`config.mk`:
```
export PLATFORM = sky130hd
export DESIGN_NAME = alu_issue_stage
export DESIGN_NICKNAME = d
export VERILOG_FILES = /design/src/rtl/alu_issue_stage.sv
export SDC_FILE = /design/constraint.sdc
export NUM_CORES = 1
export LEC_CHECK = 0
export CORE_ASPECT_RATIO = 1.25
export CORE_MARGIN = 2
export CORE_UTILIZATION = 39
export CTS_BUF_LIST = sky130_fd_sc_hd__clkbuf_8
export CTS_CLUSTER_DIAMETER = 200
export DETAILED_ROUTE_END_ITERATION = 7
export MAX_ROUTING_LAYER = met4
export PLACE_DENSITY = 0.82
export SYNTH_ARGS = -nofsm -noshare
export SYNTH_HDL_FRONTEND = slang
export SYNTH_SLANG_ARGS = --single-unit
```
`constraint.sdc`:
```
create_clock -name clk -period 2.1 [get_ports clk]
set_input_delay 0.42 -clock clk [delete_from_list [all_inputs] [get_ports clk]]
set_output_delay 0.42 -clock clk [all_outputs]
set_load 0.03 [all_outputs]
```
`src/rtl/alu_issue_stage.sv`:
```
// rtl/alu_issue_stage.sv - EX issue stage: operand forwarding, ALU drive, two-entry skid-buffered EX/MEM register
module alu_issue_stage #(
  parameter int DATA_W = 16,
  parameter int REG_W  = 4
) (
  input  logic              clk,
  input  logic              rst,
  input  logic              id_valid,
  output logic              id_ready,
  input  logic [4:0]        id_op,
  input  logic [DATA_W-1:0] id_a,
  input  logic [DATA_W-1:0] id_b,
  input  logic [DATA_W-1:0] id_imm,
  input  logic              id_use_imm,
  input  logic [REG_W-1:0]  id_rs_a,
  input  logic [REG_W-1:0]  id_rs_b,
  input  logic [REG_W-1:0]  id_rd,
  input  logic              id_wen,
  input  logic              mem_wen,
  input  logic [REG_W-1:0]  mem_rd,
  input  logic [DATA_W-1:0] mem_data,
  input  logic              wb_wen,
  input  logic [REG_W-1:0]  wb_rd,
  input  logic [DATA_W-1:0] wb_data,
  input  logic              flush,
  output logic [4:0]        alu_ctrl,
  output logic [DATA_W-1:0] alu_a,
  output logic [DATA_W-1:0] alu_b,
  input  logic [DATA_W-1:0] alu_res,
  output logic              ex_valid,
  input  logic              ex_ready,
  output logic [DATA_W-1:0] ex_result,
  output logic [REG_W-1:0]  ex_rd,
  output logic              ex_wen
);

  typedef enum logic [1:0] {EMPTY, ONE, TWO} state_e;

  state_e              state_q, state_d;
  logic [DATA_W-1:0]   head_res_q, head_res_d, skid_res_q, skid_res_d;
  logic [REG_W-1:0]    head_rd_q, head_rd_d, skid_rd_q, skid_rd_d;
  logic                head_wen_q, head_wen_d, skid_wen_q, skid_wen_d;
  logic                accept;

  // MEM is the younger producer, so it wins over WB
  always_comb begin
    alu_ctrl = id_op;
    alu_a    = id_a;
    if (mem_wen && (mem_rd == id_rs_a)) begin
      alu_a = mem_data;
    end else if (wb_wen && (wb_rd == id_rs_a)) begin
      alu_a = wb_data;
    end
    alu_b = id_b;
    if (id_use_imm) begin
      alu_b = id_imm;
    end else if (mem_wen && (mem_rd == id_rs_b)) begin
      alu_b = mem_data;
    end else if (wb_wen && (wb_rd == id_rs_b)) begin
      alu_b = wb_data;
    end
  end

  assign id_ready  = (state_q != TWO);
  assign ex_valid  = (state_q != EMPTY);
  assign ex_result = head_res_q;
  assign ex_rd     = head_rd_q;
  assign ex_wen    = head_wen_q;
  assign accept    = id_valid && id_ready;

  always_comb begin
    state_d    = state_q;
    head_res_d = head_res_q;
    head_rd_d  = head_rd_q;
    head_wen_d = head_wen_q;
    skid_res_d = skid_res_q;
    skid_rd_d  = skid_rd_q;
    skid_wen_d = skid_wen_q;
    case (state_q)
      EMPTY: begin
        if (accept) begin
          state_d    = ONE;
          head_res_d = alu_res;
          head_rd_d  = id_rd;
          head_wen_d = id_wen;
        end
      end
      ONE: begin
        if (accept && ex_ready) begin
          head_res_d = alu_res;
          head_rd_d  = id_rd;
          head_wen_d = id_wen;
        end else if (accept) begin
          state_d    = TWO;
          skid_res_d = alu_res;
          skid_rd_d  = id_rd;
          skid_wen_d = id_wen;
        end else if (ex_ready) begin
          state_d = EMPTY;
        end
      end
      TWO: begin
        if (ex_ready) begin
          state_d    = ONE;
          head_res_d = skid_res_q;
          head_rd_d  = skid_rd_q;
          head_wen_d = skid_wen_q;
        end
      end
      default: state_d = EMPTY;
    endcase
    // Squash wins over any handshake; stale entry contents are unobservable once EMPTY
    if (flush) begin
      state_d = EMPTY;
    end
  end

  always_ff @(posedge clk or negedge rst) begin
    if (!rst) begin
      state_q    <= EMPTY;
      head_res_q <= '0;
      head_rd_q  <= '0;
      head_wen_q <= 1'b0;
      skid_res_q <= '0;
      skid_rd_q  <= '0;
      skid_wen_q <= 1'b0;
    end else begin
      state_q    <= state_d;
      head_res_q <= head_res_d;
      head_rd_q  <= head_rd_d;
      head_wen_q <= head_wen_d;
      skid_res_q <= skid_res_d;
      skid_rd_q  <= skid_rd_d;
      skid_wen_q <= skid_wen_d;
    end
  end

endmodule

```
==> impl_metrics.yaml <==
worst_setup_path:
  reg2reg_from: "state_q[0]$_DFFE_PN0P_"
  regToRegSetupSlack_ns: 0.44
  slowest_stage: "a31oi_1"
  end_kind: "primary output"
  worstSetupPathType: "in -> out"
  rr_worst_depth: 4
  cp_slowest_stage_delay_ns: 0.34
  crit_path_max_fanout: 8
  critPathTopFamily: "buffers and inverters"
  critical_path_required_ns: 1.68
  cp_num_buf_inv: 3
  crit_arrival_ns: 1.86
  start_kind: "primary input"
  reg2reg_to: "skid_res_q[2]$_DFFE_PN0P_"
  crit_chain: "buf_2 > buf_4 > xnor2_2 > nand2_2 > or2_4 > a31oi_1 > buf_4"
  path_common_cell: "buf_4"
cts:
  clock_sinks: 44
  clkTransAtPathRegs_ns: 0.08
  root_buffer: "clkbuf_8"
  htree_num_levels: 2
  cts_made_buffers: 5
  cts_tree: "done"
  hold_buffers: 0
  clk-insertion-delay-late_ns: 0.29
  clock_path_buffers: 2
power:
  leakage_nw: 2.519
  p_per_area_nw_per_um2: 515.7
  peakVddDrop_v: 0.0005507
  power.total_mw: 3.326
global_routing:
  grt_max_degree: 45
  grt_pass1_wl_mm: 21.59
  grt_pass1_vias: 4170
  overflow: 0
  antenna_found_initial: 1
  gr-usage-all-layers_pct: 31.88
timing:
  worst_slew_pin_slew_ns: 0.5495
  finClkSkew_ns: 0.003135
  period_share_pct: 108.8
  fmax_mhz: 437.7
  rsz0062_at_grt: "true"
  post-route-min-period_ns: 2.285
  slew_viol_final: 0
  timing.final.ws_setup_ns: -0.1849
  final_hold_viol_count: 0
  setup_viol: 19
  slew_headroom_pct: 63.37
synthesis:
  synth_top_family_by_area: "compound AO/OA/AOI/OAI gates"
  ys_warn_count: 0
  synth_seq_cells: 44
  synth_mux_area_share_pct: 14.71
  syn_avg_cell_area_sq_um: 8.769
  syn_inst: 354
  synthSimpleGateAreaFrac_pct: 17.78
  syn_nets: 484
  synth-compound-area-share_pct: 20.60
  yosys.area.top_type_share_pct: 35.47
  synth_xor_area_share_pct: 4.514
  synth.distinct_cells: 31
  synth_fa_ha_area_share_pct: 0
  yosys-top-cells-area: "dfrtp_1, mux2_1, mux2i_1, a31oi_1, nand3_1"
  ys_seq_area_share_pct: 35.47
  synth_top_area_cell: "dfrtp_1"
  syn_area_sq_um: 3104
cells_and_area:
  num-nets-final: 703
  syn2layout_area_growth_pct: 107.7
  most-common-layout-cells: "clkdlybuf4s50_1, buf_4, dfrtp_1, buf_6, a21oi_1"
  final_area_sq_um: 6449
  final_common_cell: "clkdlybuf4s50_1"
  fillers: 433
  drive_above_1_share_pct: 38.05
  fin_cells: 669
die:
  dieHeight_um: 103.7
  die_w_um: 83.80
  io_pins: 190
  start_util_pct: 40.07
  core_area_sq_um: 7747
  rows: 36
  die_area_sq_um: 8693
placed_design:
  place_area_sq_um: 5425
  dp_cells: 655
  gp_congestion: 0.9883
  hpwl_mm: 9.538
  io_buffer_count: 179
run_status:
  status: "complete, but fails checks"
  violations: "setup timing"
routing:
  post_drt_wl_per_cell_um: 24.02
  via_per_inst: 6.280
  firstDrtPassIters: 5
  antenna_left: 0
  drtIter0Drc: 353
  routed_wl_mm: 16.07
  route.vias.total: 4201
  route.detailed.drc: 0
run:
  drv_cap: 0
worst_hold_path:
  hold_class: "in -> async"
[state kept, by name, summed over array words and instances, names as in the netlist]
signal	cells
ex_wen	1
skid_wen_q	1
skid_rd_q	4
skid_res_q	16
ex_result	16
state_q	2
ex_rd	4
[layer usage]
layer  vias up  GRT usage (%)  wire length, um
met3       125          4.143             1426
met2       326          55.94             7875
met4         0          16.13             1310
met1      1997          35.13             5460
met5         -              -                0
li1       1753              -                -
[per-stage QoR]
stage / hold WS (ns) / util [%] / setup TNS (ns) / worst slack (ns)
2_1_floorplan: 0.1244 / - / -0.6337 / -0.06337
3_3_place_gp: 0.4661 / 70.03 / -17.92 / -0.9017
3_5_place_dp: 0.4786 / 70.03 / -18.70 / -0.9675
4_1_cts: 0.2018 / 78.26 / -0.01397 / -0.01397
5_1_grt: 0.2490 / 83.24 / -1.894 / -0.1955
6_report: 0.1928 / 83.24 / -1.147 / -0.1849
[final cells by class]
| class | instances | area [sq um] | share of cell area (%) |
|---|---|---|---|
| Antenna cell | 1 | 2.502 | 0.03880 |
| Clock buffer | 5 | 68.82 | 1.067 |
| Clock inverter | 2 | 12.51 | 0.1940 |
| Inverter | 1 | 3.754 | 0.05821 |
| Multi-Input combinational cell | 275 | 2660 | 41.25 |
| Sequential cell | 44 | 1101 | 17.07 |
| Tap cell | 95 | 118.9 | 1.843 |
| Timing Repair Buffer | 246 | 2481 | 38.48 |
[power by group]
group	leakage, nW	internal, mW	switching, mW
clock	0.0400	0.225	0.274
sequential	0.511	1.02	0.0988
combinational	1.97	0.831	0.875
total	2.52	2.08	1.25
[repair_timing]
item,in CTS,in global routing
gates resized for setup,223,82
cloned,3,3
pin swaps,45,21
setup buffers,5,1
endpoints found under the setup margin,32,34
[synthesized netlist by cell type]
cell / number
a21oi_1: 23
a31oi_1: 32
and2_1: 3
and3_1: 2
buf_2: 15
buf_4: 7
buf_6: 2
buf_8: 1
clkbuf_1: 11
clkbuf_2: 1
dfrtp_1: 44
inv_1: 1
mux2_1: 21
mux2i_1: 22
nand2_1: 3
nand2_2: 1
nand2b_1: 17
nand3_1: 34
nand3_2: 2
nand3b_1: 1
nor2_1: 22
nor2b_1: 3
nor3_1: 17
o21ai_0: 32
o21ai_1: 1
o21ba_1: 1
o22a_1: 1
o41ai_1: 16
or2_1: 1
or2_2: 1
xnor2_1: 16
[cells by family (layout without fill, tap and decap cells)]
group / count (synthesis) / after routing
flops: 44 / 44
buf+inv: 38 / 254
other cells: 0 / 1
compound gates: 106 / 106
mux: 43 / 43
xor+xnor: 16 / 16
simple gates: 107 / 110
[worst max-delay path by stage]
stage / endpoint / from / slack, ns / depth (start not counted)
after floorplan: alu_a[10] / id_rs_a[3] / -0.06 / 6
after global placement: alu_b[5] / mem_rd[2] / -0.90 / 7
after detailed placement: alu_b[8] / mem_rd[2] / -0.97 / 7
after CTS: alu_a[13] / mem_rd[3] / -0.01 / 8
after global routing: alu_a[3] / mem_rd[0] / -0.20 / 7
final: alu_a[3] / mem_rd[0] / -0.18 / 7
No activity file was read; power rests on OpenSTA's default activity.
==> variant (config.mk and constraints unchanged) <==
`REG_W`: 4 -> 6.
--- a/src/rtl/alu_issue_stage.sv
+++ b/src/rtl/alu_issue_stage.sv
@@ -3,3 +3,3 @@
   parameter int DATA_W = 16,
-  parameter int REG_W  = 4
+  parameter int REG_W  = 6
 ) (
Interface: changed (6 resized); port bits go from 190 to 202. The function was not compared with the original's and may differ.
==> variant against the original RTL <==
The flow still finishes with violations (setup timing); clock skew grew 0.0079 ns; largest cell class unchanged; design area grew 4.7%; critical path type unchanged; setup slack lost 0.13 ns; total power shrank 0.42%; wire length shrank 0.58%; final cell count grew 2.4%; synthesized area grew 4.8%; sequential power grew 9%; sequential cell count grew 4; clock power grew 16%.
==> variant: results (changes against the original RTL) <==
[worst_setup_path]
r2r_setup_slack_ns=0.54  ; +0.10 ns
r2r-end=ex_result[10]$_DFFE_PN0P_
slowest_delay_ns=0.26  ; -0.08 ns
crit_arrival_ns=2.00  ; +0.14 ns
slowest_stage=mux2i_4

[routing]
wire_per_inst_um=23.3  ; -2.9%
drt_iter0_markers=165  ; -53%
drt_pass1_iterations=4  ; -1
vias_per_cell=5.65  ; -10%

[logic_synthesis]
seq_area_frac_synth=0.369  ; +0.0147
synthesis.nets=488  ; +0.83%
yosysUniqueCellTypes=32  ; +3.2%
synth_area_per_cell_um2=9.34  ; +6.6%
synthTopCellsByCount=dfrtp_1, nor2_1, mux2i_1
synth_area_leaders=dfrtp_1, mux2i_1, mux2_2

[placement]
pre_cts_ws_ns=-0.675  ; +0.293 ns
routabilityCongestion=0.871  ; -12%
portBuffers=191  ; +6.7%
placed_area_um2=5770  ; +6.3%
place_hpwl_um=9310  ; -2.4%
placedCellCount=656  ; +0.15%

[cells_and_area]
layout-drive-gt1-share=0.451  ; +0.0702
fill_cells=431  ; -0.46%
antenna_cells=0  ; -1
final_nets=727  ; +3.4%
fin_cells=685  ; +2.4%

[grt]
grt_max_degree=49  ; +8.9%
grt_pass1_wl_um=22700  ; +5.3%
antenna_found_initial=0  ; -1
first_global_vias=4176  ; +0.14%
grt_util_all_layers=0.339  ; +0.0197

[power]
vdd_drop_max_uv=607  ; +10%
p_leak_nw=2.83  ; +13%

[sta]
setup_slack_ns=-0.317  ; -0.132 ns
skew_ns=0.0110  ; +0.00791 ns
fin_tns_setup_ns=-7.77  ; -6.62 ns
max-slew-margin-rel=0.605  ; -0.0290
setup_viol=32  ; +13

[outcome]
status=finished, violations left
violations=setup timing

[clock_network]
path_clk_slew_ns=0.09

==> variant: cell types whose count changed in the layout (fill, tap and decap cells not counted), sizes merged, moves of 17 or more <==
cell    unedited run  this run
a31oi             32         0
nor2              22        42
mux2i             22        39
nand2              4        35
a211oi             0        17
o21ai             33        16
nand3             36         1
==> variant: metrics by stage <==
step | utilization | hold WS [ns]
2_1_floorplan | - | 0.124
3_3_place_gp | 0.708 | 0.466
3_5_place_dp | 0.708 | 0.479
4_1_cts | 0.807 | 0.206
5_1_grt | 0.829 | 0.248
6_report | 0.829 | 0.200
==> variant: final cells by class <==
type,count,area share
flip-flops and latches,48,0.178
well taps,97,0.0180
repair buffers,260,0.389
multi-input cells,272,0.400
clock buffers,6,0.0122
clock inverters,2,0.00204
==> variant: worst register-to-register path, stage by stage (launching register included) <==
cell and delay, ns:
dfrtp_1 0.42, nand2b_1 0.45, buf_4 0.28, mux2i_1 0.20, a21oi_1 0.08
==> variant: cells by family (layout without fill, tap and decap cells) <==
family	after synthesis	in the layout	share of synthesized area
compound gates	91	91	0.185
xor+xnor	24	24	0.0646
buf+inv	30	268	0.0527
simple gates	93	95	0.129
flops	48	48	0.369
mux	62	62	0.200
==> variant: worst max path at each step <==
stage	from	end	slack, ns	depth (start not counted)
after floorplan	id_rs_a[2]	alu_a[10]	-0.07	5
after global placement	wb_rd[2]	alu_b[11]	-0.64	9
after detailed placement	wb_rd[5]	alu_b[4]	-0.67	9
after CTS	wb_rd[0]	alu_a[6]	-0.43	9
after global routing	wb_rd[0]	alu_b[5]	-0.41	8
final	wb_rd[1]	alu_a[0]	-0.32	10
==> variant: routing by layer <==
metal  share of wire  track usage  vias to the layer above
met4           0.066        0.158                        0
met3            0.10        0.102                      101
li1                -            -                     1696
met2            0.51        0.593                      251
met1            0.33        0.343                     1820
met5               0            -                        -
==> variant: repair_timing <==
action                                  CTS  global route
resized for setup                       219            61
endpoints found under the setup margin   32            33
cloned                                    9             0
buffers inserted                         21             7
pin swaps                                45            31
hold buffers                              0             0
==> variant: report_power, final <==
part / leakage (nW) / switching (mW) / internal, mW / total [mW]
Sequential: 0.558 / 0.103 / 1.12 / 1.22
Combinational: 2.22 / 0.735 / 0.775 / 1.51
Clock: 0.0516 / 0.311 / 0.270 / 0.580
